==> src/rtl/hier_child_sequencer.sv <==
// hier_child_sequencer: dispatches go pulses to child nodes in parallel or in sequence,
// collects their done pulses under a per-phase timeout, and reports done/error upward.
module hier_child_sequencer #(
  parameter int NUM_CHILDREN = 10,
  parameter int TIMEOUT_W = 16,
  parameter int IDX_W = $clog2(NUM_CHILDREN > 1 ? NUM_CHILDREN : 2)
) (
  input  logic                    clk,
  input  logic                    rst_n,
  input  logic                    start_i,
  input  logic                    seq_mode_i,
  input  logic [TIMEOUT_W-1:0]    timeout_i,
  output logic [NUM_CHILDREN-1:0] child_go_o,
  input  logic [NUM_CHILDREN-1:0] child_done_i,
  output logic                    busy_o,
  output logic                    done_o,
  output logic                    err_o,
  output logic [IDX_W-1:0]        err_child_o
);
  typedef enum logic [2:0] {IDLE, GO_PAR, WAIT_PAR, GO_SEQ, WAIT_SEQ, FIN} state_t;
  state_t state, state_nxt;
  logic [NUM_CHILDREN-1:0] pending, pend_nxt;
  logic [IDX_W-1:0] idx, low;
  logic [TIMEOUT_W-1:0] timer;
  logic seq_hit, last, tmo;
  always_comb begin
    pend_nxt = pending & ~child_done_i;
    seq_hit = child_done_i[idx];
    last = idx == IDX_W'(NUM_CHILDREN - 1);
    tmo = timeout_i != '0 && timer == timeout_i - TIMEOUT_W'(1);
    low = '0;
    for (int k = NUM_CHILDREN - 1; k >= 0; k--)
      if (pend_nxt[k]) low = IDX_W'(k);
  end
  always_comb begin
    state_nxt = state;
    case (state)
      IDLE:     state_nxt = start_i ? (seq_mode_i ? GO_SEQ : GO_PAR) : IDLE;
      GO_PAR:   state_nxt = WAIT_PAR;
      WAIT_PAR: state_nxt = (pend_nxt == '0 || tmo) ? FIN : WAIT_PAR;
      GO_SEQ:   state_nxt = WAIT_SEQ;
      WAIT_SEQ: state_nxt = seq_hit ? (last ? FIN : GO_SEQ) : (tmo ? FIN : WAIT_SEQ);
      default:  state_nxt = IDLE;
    endcase
  end
  always_comb begin
    child_go_o = state == GO_PAR ? '1 : state == GO_SEQ ? NUM_CHILDREN'(1) << idx : '0;
    busy_o = state != IDLE && state != FIN;
    done_o = state == FIN;
  end
  always_ff @(posedge clk or negedge rst_n) begin
    if (!rst_n) begin
      state <= IDLE;
      pending <= '0;
      idx <= '0;
      timer <= '0;
      err_o <= 1'b0;
      err_child_o <= '0;
    end else begin
      state <= state_nxt;
      case (state)
        IDLE: if (start_i) begin
          err_o <= 1'b0;
          err_child_o <= '0;
          timer <= '0;
        end
        GO_PAR: begin
          pending <= ~child_done_i;
          timer <= '0;
        end
        GO_SEQ: timer <= '0;
        WAIT_PAR: begin
          pending <= pend_nxt;
          timer <= timer == '1 ? timer : timer + TIMEOUT_W'(1);
          if (pend_nxt != '0 && tmo) begin
            err_o <= 1'b1;
            err_child_o <= low;
          end
        end
        WAIT_SEQ: begin
          timer <= timer == '1 ? timer : timer + TIMEOUT_W'(1);
          if (seq_hit && !last) idx <= idx + IDX_W'(1);
          if (!seq_hit && tmo) begin
            err_o <= 1'b1;
            err_child_o <= idx;
          end
        end
        default: idx <= '0;
      endcase
    end
  end
endmodule
==> config.mk <==
export PLATFORM = sky130hd
export DESIGN_NAME = hier_child_sequencer
export DESIGN_NICKNAME = d
export VERILOG_FILES = /design/src/rtl/hier_child_sequencer.sv
export SDC_FILE = /design/constraint.sdc
export NUM_CORES = 1
export LEC_CHECK = 0
export ABC_AREA = 1
export CAP_MARGIN = 40
export CORE_ASPECT_RATIO = 1.4
export CORE_MARGIN = 2
export CORE_UTILIZATION = 55
export DETAILED_ROUTE_END_ITERATION = 6
export PLACE_DENSITY_LB_ADDON = 0.2
export SYNTH_ARGS = -nofsm -noshare
export SYNTH_HDL_FRONTEND = slang
export SYNTH_SLANG_ARGS = --single-unit
export TNS_END_PERCENT = 10
==> constraint.sdc <==
create_clock -name clk -period 5.5 [get_ports clk]
set_input_delay 0.55 -clock clk [delete_from_list [all_inputs] [get_ports clk]]
set_output_delay 0.55 -clock clk [all_outputs]
set_load 0.02 [all_outputs]
==> impl_metrics.json <==
{
  "status": "complete, no violations",
  "vias": 3394,
  "multi_input_area_um2": 1937,
  "power.switching_w": 0.0006000,
  "hold_violations": 0,
  "yosysTopAreaCellShare_pct": 29.16,
  "clk_latency_ns": 0.29,
  "gp_congestion": 0.9103,
  "drtIter0Drc": 148,
  "slew_viol_final": 0,
  "cap_violations": 0,
  "path_class": "reg2out",
  "ys.flop_type": "dfrtp_1",
  "clkPwrFrac_pct": 14.6,
  "cp.required_ns": 4.95,
  "initial_core_util_pct": 56.41,
  "syn_nets": 538,
  "final_cells": 615,
  "leakage_nw": 1.951,
  "start_kind": "register",
  "cts_setup_buffers": 0,
  "slowest_delay_ns": 0.67,
  "p_per_area_nw_per_um2": 338.6,
  "syn_avg_cell_area_um2": 6.521,
  "clock.fmax_mhz": 313.3,
  "cp.arrival_ns": 2.64,
  "viasPerCell": 5.519,
  "cts_sinks": 38,
  "clock_path_buffers": 2,
  "remaining_drc_errors": 0,
  "cp_max_fo": 12,
  "cts_tree": "done",
  "final-seq-area_um2": 950.9,
  "overflow": 0,
  "finalSetupTns_ns": 0,
  "syn_to_final_growth_pct": 18.27,
  "path_common_cell": "inv_1",
  "p_total_w": 0.001306,
  "period_minus_slack_ns": 3.192,
  "synth_seq_cells": 38,
  "syn_area_um2": 3261,
  "placed_cell_area_um2": 3774,
  "setup_violations": 0,
  "swShare_pct": 45.96,
  "cts-hold-fix-buffers": 0,
  "die_width_um": 69.08,
  "worst_pin_slew_ns": 0.7096,
  "wl_per_cell_um": 13.69,
  "crit_chain": "inv_1 -> nor2_1 -> inv_1 -> nor2_1 -> inv_1 -> o41ai_1 -> clkdlybuf4s50_1",
  "diodes": 0,
  "grt_max_degree": 26,
  "track_usage_pct": 26.71,
  "gr-max-usage-layer": "met2",
  "endpoint_kind": "output port",
  "ant_nets": 0,
  "die-area_um2": 6569,
  "htree_levels": 2,
  "cts_root_buf": "clkbuf_8",
  "synth.distinct_cells": 41,
  "finalCritPeriodShare_pct": 58.04,
  "drive_gt1_share_pct": 5.872,
  "dp_cells": 609,
  "vdd_drop_max_v": 0.0003161,
  "fin_nets": 584,
  "yosysTopAreaCell": "dfrtp_1",
  "hp-class": "in2async",
  "grt_first_pass_wirelength_mm": 14.40,
  "dpl.hpwl_mm": 6.810,
  "fill_cells": 530,
  "yosys.cell_count.top_type": "nand2_1",
  "port_buffers": 46,
  "rsz0062_at_grt": "false",
  "ios": 47,
  "synth_commonest_cells": "135 x nand2_1, 81 x inv_1, 49 x nor2_1, 44 x nand3_1, 38 x dfrtp_1",
  "cts_resized": 0,
  "slew-limit-headroom_pct": 52.52,
  "combPwrFrac_pct": 53.9,
  "clk_pin_slew_ns": 0.07,
  "drt_wl_total_mm": 8.421,
  "coreArea_um2": 5781,
  "fin_skew_ns": 0.004547,
  "async_flop_share_pct": 100.0,
  "synthCells": 500,
  "antenna_found_initial": 0,
  "sequentialPowerShare_pct": 31.5,
  "drt-pass1-iter-count": 5,
  "die_h_um": 95.10,
  "grt_use_met3_pct": 2.748,
  "rows": 33,
  "met1_usage_pct": 27.80,
  "yosys_warnings": 0,
  "yosysSeqAreaShare_pct": 29.16,
  "numCtsBuffers": 5,
  "synth_edf_count": 0,
  "use_met2_pct": 53.77,
  "fin_area_um2": 3856,
  "ys_top_cells_by_area": "dfrtp_1 29%, nand2_1 16%, inv_1 9.3%, nand3_1 6.8%, nor2_1 5.6%",
  "grt_pass1_vias": 3349,
  "crit_slowest_cell": "clkdlybuf4s50_1",
  "p_int_w": 0.0007056
}
[flip-flops by register name, indices dropped and copies added (netlist names)]
signal       cells
err_child_o      4
err_o            1
idx              4
pending         10
state            3
timer           16
[through the flow]
stage	utilization [%]	setup slack, ns	hold slack [ns]
detailed placement	65.28	2.662	0.4682
finish	66.71	2.308	0.1663
CTS	66.71	2.354	0.1696
floorplan	-	3.196	0.2544
global placement	64.94	2.712	0.4591
global route	66.71	2.173	0.1888
[kinds of logic (layout without fill, tap and decap cells)]
group                    after synthesis  in the layout  synth area share, %
adder cells (fa/ha/maj)                8              8                3.070
AO/OA/AOI/OAI                         65             65                11.82
XOR/XNOR                              18             18                5.257
flip-flops                            38             38                29.16
buffers and inverters                 94            139                11.43
AND/OR/NAND/NOR                      277            277                39.26
[cells in the final DEF (no fill, tap or decap), types with 8 or more instances in the layout]
master and count:
a21oi_1 12, clkdlybuf4s50_1 45, dfrtp_1 38, ha_1 8
inv_1 81, nand2_1 135, nand3_1 44, nand4_1 14
nor2_1 49, o21ai_0 21, o22ai_1 14, xor2_1 10
[path summary, 6_finish.rpt]
path / startpoint / end / slack (ns) / depth (start not counted)
max: state[0] / child_go_o[1] / 2.31 / 7
min reg2reg: err_child_o[2] / err_child_o[2] / 0.49 / 2
max in group asynchronous: rst_n / err_child_o[1] / 4.87 / 2
min in group clk: err_child_o[2] / err_child_o[2] / 0.49 / 2
min: rst_n / timer[0] / 0.17 / 1
max reg2reg: state[2] / timer[11] / 2.92 / 13
[per-layer routing]
metal,up-vias,wire length [µm]
met5,-,0
met4,0,212
met3,18,275
met2,96,4661
met1,1574,3272
li1,1706,-
[critical path: cells and delay by family, from the launching register on]
family / cells / cell delay (ns)
buffers and inverters: 4 / 1.16
and+or+nand+nor: 2 / 0.63
DFF: 1 / 0.41
AOI/OAI and AO/OA: 1 / 0.16
[cell type report]
class	instances	area share (%)
tap	70	2.271
sequential	38	24.66
clock buffer	6	2.141
inverter	86	8.371
multi-input combinational	368	50.23
timing repair buffer	47	12.33
[power groups by stage]
stage / clock, W / combinational, W / sequential [W]
3_3_place_gp: 0 / 0.000680 / 0.000409
5_1_grt: 0.000201 / 0.000787 / 0.000419
6_report: 0.000191 / 0.000704 / 0.000411
2_1_floorplan: 0 / 0.000481 / 0.000411
3_5_place_dp: 0 / 0.000698 / 0.000413
4_1_cts: 0.000194 / 0.000701 / 0.000408
Power figures use the tool's default switching activity.
